### src/rtl/sni_multi_pattern_match_if.sv
// rtl/sni_multi_pattern_match_if.sv - beat input and result output bundle for the SNI matcher
interface sni_multi_pattern_match_if #(
  parameter int IN_BYTES = 8,
  parameter int NUM_PAT  = 8,
  parameter int ID_W     = 8,
  parameter int TYPE_W   = 3
);
  logic [8*IN_BYTES-1:0]    i_data;
  logic [IN_BYTES-1:0]      i_keep;
  logic                     i_last;
  logic [ID_W-1:0]          i_flow_id;
  logic [TYPE_W-1:0]        i_flow_type;
  logic                     i_valid;
  logic                     o_ready;
  logic [ID_W+TYPE_W+4:0]   o_flow_id_type;
  logic [NUM_PAT-1:0]       o_hit_mask;
  logic                     o_res_valid;
  logic                     i_res_ready;

  modport slave (
    input  i_data, i_keep, i_last, i_flow_id, i_flow_type, i_valid, i_res_ready,
    output o_ready, o_flow_id_type, o_hit_mask, o_res_valid
  );

  modport master (
    output i_data, i_keep, i_last, i_flow_id, i_flow_type, i_valid, i_res_ready,
    input  o_ready, o_flow_id_type, o_hit_mask, o_res_valid
  );
endinterface

### src/rtl/sni_multi_pattern_match.sv
// rtl/sni_multi_pattern_match.sv - programmable multi-pattern SNI matcher with beat FIFO
module sni_multi_pattern_match #(
  parameter int IN_BYTES   = 8,
  parameter int NUM_PAT    = 8,
  parameter int PAT_LEN    = 8,
  parameter int FIFO_DEPTH = 16,
  parameter int ID_W       = 8,
  parameter int TYPE_W     = 3,
  localparam int PAT_W     = (NUM_PAT > 1) ? $clog2(NUM_PAT) : 1,
  localparam int IDX_W     = (PAT_LEN > 1) ? $clog2(PAT_LEN) : 1
) (
  input  logic              i_clk,
  input  logic              i_rst_n,
  input  logic              i_cfg_we,
  input  logic [PAT_W-1:0]  i_cfg_pat,
  input  logic [IDX_W-1:0]  i_cfg_byte_idx,
  input  logic              i_cfg_is_len,
  input  logic [7:0]        i_cfg_data,
  output logic              o_cfg_err,
  output logic              o_busy,
  sni_multi_pattern_match_if.slave bus
);

  localparam int NB_W  = $clog2(IN_BYTES + 1);
  localparam int BI_W  = $clog2(IN_BYTES);
  localparam int LEN_W = $clog2(PAT_LEN + 1);
  localparam int AW    = $clog2(FIFO_DEPTH);

  typedef struct packed {
    logic [IN_BYTES-1:0][7:0] data;
    logic [IN_BYTES-1:0]      keep;
    logic                     last;
    logic [ID_W-1:0]          id;
    logic [TYPE_W-1:0]        typ;
  } beat_t;

  // Element 0 is the most recently shifted byte.
  typedef logic [PAT_LEN-1:0][7:0] win_t;

  typedef enum logic [1:0] {S_IDLE, S_LOAD, S_SCAN, S_REPORT} state_t;

  // Pattern table
  win_t             pat_q [NUM_PAT];
  win_t             pat_d [NUM_PAT];
  logic [LEN_W-1:0] len_q [NUM_PAT];
  logic [LEN_W-1:0] len_d [NUM_PAT];
  logic             cfg_err_q, cfg_err_d;

  // Beat FIFO
  beat_t            mem_q [FIFO_DEPTH];
  beat_t            mem_d [FIFO_DEPTH];
  logic [AW-1:0]    wp_q, wp_d, rp_q, rp_d;
  logic [AW:0]      cnt_q, cnt_d;
  logic             push, pop;
  beat_t            in_beat, head;
  logic [NB_W-1:0]  head_nb;

  // Scanner
  state_t             state_q, state_d;
  beat_t              beat_q, beat_d;
  logic [NB_W-1:0]    nb_q, nb_d;
  logic [NB_W-1:0]    pos_q, pos_d;
  win_t               win_q, win_d;
  logic [LEN_W-1:0]   bcnt_q, bcnt_d;
  logic [NUM_PAT-1:0] mask_q, mask_d;
  logic               res_valid_q, res_valid_d;
  logic [ID_W+TYPE_W+4:0] fit_q, fit_d;
  logic [NUM_PAT-1:0] hit_q, hit_d;

  logic [7:0]         b0, b1;
  win_t               w1, w2;
  logic [LEN_W-1:0]   c1, c2;
  logic [NUM_PAT-1:0] h1, h2, scan_mask;
  logic               two, fin;

  function automatic win_t shift_in(input win_t w, input logic [7:0] b);
    win_t r;
    r[0] = b;
    for (int k = 1; k < PAT_LEN; k++) r[IDX_W'(k)] = w[IDX_W'(k - 1)];
    return r;
  endfunction

  function automatic logic [LEN_W-1:0] sat_inc(input logic [LEN_W-1:0] c);
    return (c == LEN_W'(PAT_LEN)) ? c : c + LEN_W'(1);
  endfunction

  // A slot hits when its last L window bytes match and at least L message bytes were seen.
  function automatic logic [NUM_PAT-1:0] hits_of(input win_t w, input logic [LEN_W-1:0] c);
    logic [NUM_PAT-1:0] h;
    logic               ok;
    int                 l;
    h = '0;
    for (int p = 0; p < NUM_PAT; p++) begin
      l  = int'(len_q[PAT_W'(p)]);
      ok = (l != 0) && (c >= len_q[PAT_W'(p)]);
      for (int k = 0; k < PAT_LEN; k++) begin
        if (k < l && w[IDX_W'(k)] != pat_q[PAT_W'(p)][IDX_W'(l - 1 - k)]) ok = 1'b0;
      end
      h[PAT_W'(p)] = ok;
    end
    return h;
  endfunction

  function automatic logic [4:0] code_of(input logic [NUM_PAT-1:0] m);
    logic [4:0] c;
    c = '0;
    for (int p = NUM_PAT - 1; p >= 0; p--) begin
      if (m[PAT_W'(p)]) c = 5'(p + 1);
    end
    return c;
  endfunction

  function automatic logic [NB_W-1:0] nbytes_of(input beat_t b);
    int n;
    n = 0;
    for (int i = 0; i < IN_BYTES; i++) begin
      if (b.keep[BI_W'(i)]) n++;
    end
    return b.last ? NB_W'(n) : NB_W'(IN_BYTES);
  endfunction

  assign in_beat = {bus.i_data, bus.i_keep, bus.i_last, bus.i_flow_id, bus.i_flow_type};
  assign head    = mem_q[rp_q];
  assign head_nb = nbytes_of(head);
  assign push    = bus.i_valid & bus.o_ready;

  assign bus.o_ready        = (cnt_q != (AW + 1)'(FIFO_DEPTH));
  assign bus.o_res_valid    = res_valid_q;
  assign bus.o_flow_id_type = fit_q;
  assign bus.o_hit_mask     = hit_q;
  assign o_cfg_err          = cfg_err_q;
  assign o_busy             = (cnt_q != '0) || (state_q != S_IDLE);

  // Config writes land only while idle; anything else is reported and dropped.
  always_comb begin
    pat_d     = pat_q;
    len_d     = len_q;
    cfg_err_d = 1'b0;
    if (i_cfg_we) begin
      if (o_busy) begin
        cfg_err_d = 1'b1;
      end else if (i_cfg_is_len) begin
        len_d[i_cfg_pat] = (int'(i_cfg_data) > PAT_LEN) ? LEN_W'(PAT_LEN) : LEN_W'(i_cfg_data);
      end else begin
        pat_d[i_cfg_pat][i_cfg_byte_idx] = i_cfg_data;
      end
    end
  end

  // Pattern table and error pulse registers
  always_ff @(posedge i_clk or negedge i_rst_n) begin
    if (!i_rst_n) begin
      pat_q     <= '{default: '0};
      len_q     <= '{default: '0};
      cfg_err_q <= 1'b0;
    end else begin
      pat_q     <= pat_d;
      len_q     <= len_d;
      cfg_err_q <= cfg_err_d;
    end
  end

  // FIFO storage write and pointer/occupancy update
  always_comb begin
    mem_d = mem_q;
    if (push) mem_d[wp_q] = in_beat;
    wp_d  = wp_q + AW'(push);
    rp_d  = rp_q + AW'(pop);
    cnt_d = cnt_q + (AW + 1)'(push) - (AW + 1)'(pop);
  end

  // FIFO payload storage needs no reset; occupancy alone defines validity.
  always_ff @(posedge i_clk) begin
    mem_q <= mem_d;
  end

  // FIFO pointers and occupancy
  always_ff @(posedge i_clk or negedge i_rst_n) begin
    if (!i_rst_n) begin
      wp_q  <= '0;
      rp_q  <= '0;
      cnt_q <= '0;
    end else begin
      wp_q  <= wp_d;
      rp_q  <= rp_d;
      cnt_q <= cnt_d;
    end
  end

  // Scanner FSM: next state, byte-pair matching and result capture
  always_comb begin
    state_d     = state_q;
    beat_d      = beat_q;
    nb_d        = nb_q;
    pos_d       = pos_q;
    win_d       = win_q;
    bcnt_d      = bcnt_q;
    mask_d      = mask_q;
    res_valid_d = res_valid_q;
    fit_d       = fit_q;
    hit_d       = hit_q;
    pop         = 1'b0;

    b0        = beat_q.data[BI_W'(IN_BYTES - 1 - int'(pos_q))];
    b1        = beat_q.data[BI_W'(IN_BYTES - 2 - int'(pos_q))];
    w1        = shift_in(win_q, b0);
    c1        = sat_inc(bcnt_q);
    h1        = hits_of(w1, c1);
    w2        = shift_in(w1, b1);
    c2        = sat_inc(c1);
    h2        = hits_of(w2, c2);
    two       = (int'(pos_q) + 1) < int'(nb_q);
    fin       = (int'(pos_q) + 2) >= int'(nb_q);
    scan_mask = mask_q | h1 | (two ? h2 : '0);

    case (state_q)
      S_IDLE: begin
        if (cnt_q != '0) begin
          state_d = S_LOAD;
          win_d   = '0;
          bcnt_d  = '0;
          mask_d  = '0;
        end
      end
      S_LOAD: begin
        if (cnt_q != '0) begin
          pop    = 1'b1;
          beat_d = head;
          nb_d   = head_nb;
          pos_d  = '0;
          if (head.last && head_nb == '0) begin
            state_d     = S_REPORT;
            res_valid_d = 1'b1;
            hit_d       = mask_q;
            fit_d       = {head.id, head.typ, code_of(mask_q)};
          end else begin
            state_d = S_SCAN;
          end
        end
      end
      S_SCAN: begin
        win_d  = two ? w2 : w1;
        bcnt_d = two ? c2 : c1;
        mask_d = scan_mask;
        pos_d  = pos_q + NB_W'(2);
        if (fin) begin
          if (beat_q.last) begin
            state_d     = S_REPORT;
            res_valid_d = 1'b1;
            hit_d       = scan_mask;
            fit_d       = {beat_q.id, beat_q.typ, code_of(scan_mask)};
          end else begin
            state_d = S_LOAD;
          end
        end
      end
      S_REPORT: begin
        if (bus.i_res_ready) begin
          res_valid_d = 1'b0;
          state_d     = S_IDLE;
        end
      end
      default: state_d = S_IDLE;
    endcase
  end

  // Scanner and result registers
  always_ff @(posedge i_clk or negedge i_rst_n) begin
    if (!i_rst_n) begin
      state_q     <= S_IDLE;
      beat_q      <= '0;
      nb_q        <= '0;
      pos_q       <= '0;
      win_q       <= '0;
      bcnt_q      <= '0;
      mask_q      <= '0;
      res_valid_q <= 1'b0;
      fit_q       <= '0;
      hit_q       <= '0;
    end else begin
      state_q     <= state_d;
      beat_q      <= beat_d;
      nb_q        <= nb_d;
      pos_q       <= pos_d;
      win_q       <= win_d;
      bcnt_q      <= bcnt_d;
      mask_q      <= mask_d;
      res_valid_q <= res_valid_d;
      fit_q       <= fit_d;
      hit_q       <= hit_d;
    end
  end

endmodule

### src/flat_wrapper.sv
// flat-port wrapper written by rule: the top's interface ports become plain ports
module sni_multi_pattern_match_flat 
#(
  parameter int IN_BYTES   = 8,
  parameter int NUM_PAT    = 8,
  parameter int PAT_LEN    = 8,
  parameter int FIFO_DEPTH = 16,
  parameter int ID_W       = 8,
  parameter int TYPE_W     = 3,
  localparam int PAT_W     = (NUM_PAT > 1) ? $clog2(NUM_PAT) : 1,
  localparam int IDX_W     = (PAT_LEN > 1) ? $clog2(PAT_LEN) : 1
)
  (i_clk, i_rst_n, i_cfg_we, i_cfg_pat, i_cfg_byte_idx, i_cfg_is_len, i_cfg_data, o_cfg_err, o_busy, bus_i_data, bus_i_keep, bus_i_last, bus_i_flow_id, bus_i_flow_type, bus_i_valid, bus_i_res_ready, bus_o_ready, bus_o_flow_id_type, bus_o_hit_mask, bus_o_res_valid);
  sni_multi_pattern_match_if #(.IN_BYTES(IN_BYTES), .NUM_PAT(NUM_PAT), .ID_W(ID_W), .TYPE_W(TYPE_W)) bus_i ();
  input  logic i_clk;
  input  logic i_rst_n;
  input  logic i_cfg_we;
  input  logic [PAT_W-1:0] i_cfg_pat;
  input  logic [IDX_W-1:0] i_cfg_byte_idx;
  input  logic i_cfg_is_len;
  input  logic [7:0] i_cfg_data;
  output logic o_cfg_err;
  output logic o_busy;
  input wire logic [$bits(bus_i.i_data)-1:0] bus_i_data;
  input wire logic [$bits(bus_i.i_keep)-1:0] bus_i_keep;
  input wire logic [$bits(bus_i.i_last)-1:0] bus_i_last;
  input wire logic [$bits(bus_i.i_flow_id)-1:0] bus_i_flow_id;
  input wire logic [$bits(bus_i.i_flow_type)-1:0] bus_i_flow_type;
  input wire logic [$bits(bus_i.i_valid)-1:0] bus_i_valid;
  input wire logic [$bits(bus_i.i_res_ready)-1:0] bus_i_res_ready;
  output wire logic [$bits(bus_i.o_ready)-1:0] bus_o_ready;
  output wire logic [$bits(bus_i.o_flow_id_type)-1:0] bus_o_flow_id_type;
  output wire logic [$bits(bus_i.o_hit_mask)-1:0] bus_o_hit_mask;
  output wire logic [$bits(bus_i.o_res_valid)-1:0] bus_o_res_valid;
  assign bus_i.i_data = bus_i_data;
  assign bus_i.i_keep = bus_i_keep;
  assign bus_i.i_last = bus_i_last;
  assign bus_i.i_flow_id = bus_i_flow_id;
  assign bus_i.i_flow_type = bus_i_flow_type;
  assign bus_i.i_valid = bus_i_valid;
  assign bus_i.i_res_ready = bus_i_res_ready;
  assign bus_o_ready = bus_i.o_ready;
  assign bus_o_flow_id_type = bus_i.o_flow_id_type;
  assign bus_o_hit_mask = bus_i.o_hit_mask;
  assign bus_o_res_valid = bus_i.o_res_valid;
  sni_multi_pattern_match #(.IN_BYTES(IN_BYTES), .NUM_PAT(NUM_PAT), .PAT_LEN(PAT_LEN), .FIFO_DEPTH(FIFO_DEPTH), .ID_W(ID_W), .TYPE_W(TYPE_W)) u_core (.i_clk(i_clk), .i_rst_n(i_rst_n), .i_cfg_we(i_cfg_we), .i_cfg_pat(i_cfg_pat), .i_cfg_byte_idx(i_cfg_byte_idx), .i_cfg_is_len(i_cfg_is_len), .i_cfg_data(i_cfg_data), .o_cfg_err(o_cfg_err), .o_busy(o_busy), .bus(bus_i));
endmodule
### config.mk
export PLATFORM = sky130hd
export DESIGN_NAME = sni_multi_pattern_match_flat
export DESIGN_NICKNAME = d
export VERILOG_FILES = /design/src/rtl/sni_multi_pattern_match_if.sv /design/src/rtl/sni_multi_pattern_match.sv /design/src/flat_wrapper.sv
export SDC_FILE = /design/constraint.sdc
export NUM_CORES = 2
export LEC_CHECK = 0
export BUFFER_PORTS_ARGS = -buffer_cell sky130_fd_sc_hd__buf_2
export CORE_MARGIN = 2
export CORE_UTILIZATION = 35
export DETAILED_ROUTE_END_ITERATION = 12
export GPL_TIMING_DRIVEN = 0
export PLACE_DENSITY = 0.58
export SYNTH_ARGS = -nofsm -noshare
export SYNTH_HDL_FRONTEND = slang
export SYNTH_SLANG_ARGS = --single-unit
export TNS_END_PERCENT = 1
### constraint.sdc
create_clock -name i_clk -period 11.81 [get_ports i_clk]
set_input_delay 2.362 -clock i_clk [delete_from_list [all_inputs] [get_ports i_clk]]
set_output_delay 2.362 -clock i_clk [all_outputs]
set_load 0.005 [all_outputs]
======== Yosys cells after proc, flatten, opt, wreduce, memory -nomap -nowiden ========
Index checks and enable logic that the tools add are counted.
cells by class
  reduce and logical (&&, ||, !) cells .... 80
  magnitude comparators ................... 84
  bitwise logic cells ..................... 8
  mux-type cells .......................... 233
  equal/unequal tests ..................... 60
  add/sub/neg operators ................... 46
operators by type and width
  kind                                                        count
  bitwise mux 1344 bit                                        1
  binary-select mux 8 bit (select 3 bit)                      34
  two-way mux 8 bit                                           74
  bitwise mux 512 bit                                         1
  binary-select mux 84 bit (select 4 bit)                     1
  demux 84 bit (select 4 bit)                                 1
  inequality test 8 bit                                       32
  two-way mux 84 bit                                          3
  demux 64 bit (select 3 bit)                                 1
  less-than comparator 3 x 5 -> 1 bit, second input constant  34
  inequality test 8 bit, first input constant                 16
  two-way mux 1 bit                                           75
  less-than comparator 3 x 4 -> 1 bit, first input constant   16
  two-way mux 16 bit                                          4
  two-way mux 64 bit                                          1
  logical AND 1 bit                                           60
  two-way mux 4 bit                                           15
  two-way mux 24 bit                                          2
  case mux 24 bit (2 select lines)                            1
  subtractor 3 bit, second input constant                     16
  bitwise mux 32 bit                                          1
  >= comparator 32 x 5 -> 1 bit                               1
  >= comparator 4 bit                                         8
  less-than comparator 1 x 4 -> 1 bit, first input constant   8
  other kinds (54)                                            105
storage, ports and cells
  register bits after elaboration ......... 2049
  input port bits ......................... 104
  output and inout port bits .............. 28

======== Depth between registers and ports, before layout ========
  depth in word-level cells ............... 23
  mapped depth ............................ 20

======== Worst setup path after synthesis ========
OpenSTA, ideal clock, no wires.
  path kind ............................... input to register
  start point ............................. input port bus_i_valid
  end point ............................... register u_core.mem_q[1260] (netlist name), enable pin
  stages on the path ...................... 4
  path slack .............................. 2.617 ns
  required time ........................... 11.194 ns
  data arrival time ....................... 8.577 ns
  path through ............................ and2_1 > clkbuf_1 > or3b_2 > nor3_1
between the ends
  cells in the longest elaborated chain, start to end .. 1
ends and longest elaborated chain
  what                    RTL line                        text
  start: declaration      flat_wrapper.sv:29              input wire logic [$bits(bus_i.i_valid)-1:0] bus_i_valid;
  bitwise AND 1 bit       sni_multi_pattern_match.sv:125  assign push = bus.i_valid & bus.o_ready;
  end signal: assignment  sni_multi_pattern_match.sv:174  mem_q <= mem_d;
  end: declaration        sni_multi_pattern_match.sv:50   beat_t mem_q [FIFO_DEPTH];
No other way between the ends.
A chain may end at the register's enable or synchronous reset.

======== Final worst setup path ========
  start point ............................. register u_core.len_q[20] (netlist name)
  end point ............................... register u_core.fit_q[1] (netlist: u_core.bus.o_flow_id_type[1])
between the ends
  cells in the longest elaborated chain, start to end .. 22
  elaborated cells on any way between the ends .. 94
ends and longest elaborated chain
  what                                                                                 RTL line                        text
  start: declaration                                                                   sni_multi_pattern_match.sv:45   logic [LEN_W-1:0] len_q [NUM_PAT];
  start signal: assignment                                                             sni_multi_pattern_match.sv:158  len_q <= len_d;
  subtractor 3 x 1 -> 3 bit                                                            sni_multi_pattern_match.sv:97   if (k < l && w[IDX_W'(k)] != pat_q[PAT_W'(p)][IDX_W'(l - 1 - k)]) ok = 1'b0;
  subtractor 3 x 2 -> 3 bit or binary-select mux 8 bit (select 3 bit) (tied branches)  sni_multi_pattern_match.sv:97
  binary-select mux 8 bit (select 3 bit) or two-way mux 8 bit (tied branches)          sni_multi_pattern_match.sv:97
  two-way mux 8 bit (not written as such)                                              sni_multi_pattern_match.sv:97
  two-way mux 8 bit (not written as such) or inequality test 8 bit (tied branches)     sni_multi_pattern_match.sv:97
  inequality test 8 bit or logical AND 1 bit (tied branches)                           sni_multi_pattern_match.sv:97
  logical AND 1 bit or two-way mux 1 bit (tied branches)                               sni_multi_pattern_match.sv:97
  two-way mux 1 bit (7 in a row)                                                       sni_multi_pattern_match.sv:97
  bitwise OR 8 x 4 -> 8 bit or two-way mux 4 bit (tied branches)                       sni_multi_pattern_match.sv:214  scan_mask = mask_q | h1 | (two ? h2 : '0);
  bitwise OR 8 bit *                                                                   sni_multi_pattern_match.sv:214
  two-way mux 4 bit * (3 in a row)                                                     sni_multi_pattern_match.sv:108  if (m[PAT_W'(p)]) c = 5'(p + 1);
  two-way mux 16 bit *                                                                 sni_multi_pattern_match.sv:247  if (beat_q.last) begin
  two-way mux 16 bit *                                                                 sni_multi_pattern_match.sv:246  if (fin) begin
  case mux 16 bit (2 select lines) *                                                   sni_multi_pattern_match.sv:216  case (state_q)
  end signal: assignment                                                               sni_multi_pattern_match.sv:289  fit_q <= fit_d;
  end: declaration                                                                     sni_multi_pattern_match.sv:67   logic [ID_W+TYPE_W+4:0] fit_q, fit_d;
Mark *: on every way between the ends. The rest lies on a longest branch, timed or not. The select of a mux whose other input is x is not followed.

==> qor.yml <==
logic_synthesis:
  synth_cells: 4909
  synth.yosys.seq_area_share_pct: 62.4
  ys_warn_count: 0
  synth_area_um2: 78500
  synth-simple-area-share_pct: 3.57
  synth_edf_count: 1280
  muxShareOfSynthArea_pct: 21.5
  syn_area_per_cell_um2: 16.0
  ys_types: 77
  synth_seq_cells: 1702
  synth_xor_area_share_pct: 3.61
  synth_compound_area_share_pct: 5.64
  synth_top_family_by_area: "multiplexers"
  synth-adder-area-share_pct: 1.22
  async_flop_share_pct: 24.8
  ys.flop_type: "edfxtp_1"
floorplanning:
  fp.coreArea_um2: 223000
  die_height_um: 478
  die_w_um: 478
  rows: 173
  start_util_pct: 35.3
  die_area_um2: 228000
  ioPinCount: 132
drt:
  wl_per_cell_um: 29.4
  avgViaCountPerCell: 5.71
  wl_um: 249000
  antenna_left: 0
  drcViolationCount: 0
  via_count: 48302
  drt_iter0_markers: 5499
  drtPass1Iterations: 8
worst_setup_path:
  crit_buf_inv: 7
  cp_common_cell: "buf_2"
  cp-end-kind: "flop"
  crit_type: "flop to flop"
  cp.required_ps: 12470
  slowest_delay_ps: 810
  slowest_stage: "a31oi_1"
  startpoint_type: "flop"
  path_delay_family: "buffers and inverters"
  critPathArrivalTime_ps: 7320
  path_max_fanout: 10
  worstPathCellList: "buf_2, buf_2, buf_2, inv_1, ha_1, buf_2, xor2_1, buf_2, buf_1, mux4_2, mux2i_1, xnor2_1, nor3_1, and4b_1, a31oi_1, nand2_1, a221o_1"
run_status:
  violations: "capacitance limit, slew limit"
  status: "complete, but fails checks"
timing:
  setup_slack_ps: 5160
  fin_crit_ps: 6650
  relSlewSlack_pct: -0.416
  maxSlewViolCount: 9
  worst_hold_slack_ps: 477
  period_share_pct: 56.3
  worst_pin_slew_ps: 1500
  fmax_mhz: 150
  hold_viol: 0
  rsz0062_at_grt: "false"
  setup_viol: 0
  fin_skew_ps: 72.5
global_routing:
  grt_pass1_vias: 47881
  grt_max_degree: 114
  grt-ovfl-total: 0
  grt_antenna_before_repair: 37
  grt_usage_pct: 21.4
  grt_first_pass_wirelength_um: 357000
power_and_ir_drop:
  p_leak_nw: 32.9
  p_comb_share_pct: 37.1
  p_total_mw: 20.9
  seqPwrFrac_pct: 35.6
  p_int_mw: 13.1
  switching_share_pct: 37.3
  p_clk_share_pct: 27.3
  p_switching_mw: 7.79
  ir_drop_mv: 0.148
  powerDensity_nw_per_um2: 230
cts:
  cts_tree: "yes"
  cts_buffers: 182
  numClockSinks: 1702
  insertion_delay_ps: 850
  cts_buffer_depth: 3
  cts_max_level: 4
  post_cts_buffers: 0
  root_buffer: "clkbuf_16"
  cts_resized: 0
  hold_buffers: 0
  clk_pin_slew_ps: 60
placed_design:
  place_inst: 8111
  hpwl_um: 172000
  routabilityCongestion: 0.932
  pre_cts_ws_ps: 5240
  port_buffers: 120
final_layout:
  area_growth_pct: 15.5
  drive_gt1_share_pct: 23.1
  fin_cells: 8457
  fin_nets: 5500
flow_run:
  cap_violations: 2
min_path:
  hold_class: "flop to flop"
[cell type report]
| type | instances | area, um^2 |
|---|---|---|
| well taps | 2975 | 3720 |
| repair buffers | 222 | 2310 |
| multi-input cells | 2816 | 28000 |
| inverters | 62 | 233 |
| clock inverters | 120 | 1220 |
| diodes | 9 | 22.5 |
| plain buffers | 334 | 1420 |
| clock buffers | 217 | 4750 |
| flip-flops and latches | 1702 | 49000 |
| fillers | 20098 | 132000 |
[power by group through the flow]
stage / clock network (mW) / logic, mW / registers [mW]
2_1_floorplan: 0 / 4.67 / 7.53
3_3_place_gp: 0 / 7.42 / 7.71
3_5_place_dp: 0 / 7.71 / 7.56
4_1_cts: 5.80 / 7.74 / 7.44
5_1_grt: 6.03 / 8.23 / 7.49
6_report: 5.70 / 7.75 / 7.44
[state kept, by name (all words and copies together), names as in the netlist, 5 cells and up]
name                       flops
u_core.w1                     24
u_core.bus.o_flow_id_type     14
u_core.cnt_q                   5
u_core.pat_q                 256
u_core.len_q                  16
u_core.mem_q                1280
u_core.beat_q                 76
[placed cells by master (no fill, tap or decap), drive strengths merged, types with 195 or more instances in the layout]
cell type     n
edfxtp     1280
mux2i       494
dfrtp       422
clkbuf      416
mux4        389
buf         357
nand2       316
mux2        279
xnor2       213
o221ai      195
[worst reg2reg max path: cells and delay by family, from the launching register on]
family | cells | cell delay (ps)
compound gates | 2 | 1150
mux | 2 | 850
fa+ha+maj | 1 | 270
flops | 1 | 510
buf+inv | 7 | 2550
xor+xnor | 2 | 700
simple gates | 3 | 520
[Yosys cell counts, types with 10 or more instances]
| cell | n | area share, % |
|---|---|---|
| a211oi_1 | 12 | 0.11 |
| a21o_1 | 15 | 0.14 |
| a21oi_1 | 81 | 0.52 |
| a221oi_1 | 31 | 0.35 |
| a22oi_1 | 16 | 0.15 |
| a31oi_1 | 22 | 0.18 |
| buf_1 | 55 | 0.26 |
| buf_2 | 59 | 0.38 |
| buf_4 | 18 | 0.17 |
| clkbuf_1 | 199 | 0.95 |
| dfrtp_1 | 422 | 13 |
| edfxtp_1 | 1280 | 49 |
| ha_1 | 75 | 1.2 |
| inv_1 | 52 | 0.25 |
| mux2_2 | 279 | 4.0 |
| mux2i_1 | 493 | 6.3 |
| mux4_2 | 389 | 11 |
| nand2_1 | 316 | 1.5 |
| nand2b_1 | 18 | 0.14 |
| nand3_1 | 27 | 0.17 |
| nand4_1 | 34 | 0.27 |
| nor2_1 | 123 | 0.59 |
| nor2b_1 | 10 | 0.080 |
| nor3_1 | 27 | 0.17 |
| nor4_1 | 40 | 0.32 |
| o21ai_0 | 172 | 1.1 |
| o221ai_1 | 195 | 2.2 |
| xnor2_1 | 213 | 2.4 |
| xor2_1 | 93 | 1.0 |
[per-layer routing]
metal,global-route usage (%),up-vias,share of wire [%]
met2,34.7,2137,48
li1,-,20275,-
met3,3.45,473,6.9
met4,7.27,32,3.4
met5,0,-,0.087
met1,29.4,25385,42
[worst paths after layout]
| check | start | endpoint | slack [ps] | depth (start not counted) |
|---|---|---|---|---|
| min in group asynchronous | i_rst_n | u_core.pat_q[347] | 1520 | 1 |
| setup / recovery | u_core.len_q[20] | u_core.bus.o_flow_id_type[1] | 5160 | 17 |
| hold reg to reg | u_core.bus.o_hit_mask[1] | u_core.bus.o_hit_mask[1] | 480 | 2 |
| hold / removal | u_core.bus.o_hit_mask[1] | u_core.bus.o_hit_mask[1] | 480 | 2 |
| setup reg to reg | u_core.len_q[20] | u_core.bus.o_flow_id_type[1] | 5160 | 17 |
| max in group asynchronous | i_rst_n | u_core.pat_q[319] | 9030 | 3 |
[through the flow]
| stage | cell area (um^2) | setup TNS (ps) | util [%] |
|---|---|---|---|
| finish | 90700 | 0 | 40.7 |
| detailed placement | 84700 | 0 | 38.0 |
| global placement | 82900 | -1893950 | 37.2 |
| CTS | 90700 | 0 | 40.7 |
| global route | 90700 | 0 | 40.7 |
| floorplan | 78600 | 0 | - |
[logic make-up after synthesis]
logic type / Yosys count
other: 1
AO/OA/AOI/OAI: 629
XOR/XNOR: 313
AND/OR/NAND/NOR: 630
flip-flops: 1702
buffers and inverters: 396
adder cells (fa/ha/maj): 76
multiplexers: 1162
(Power assumes the default switching activity.)
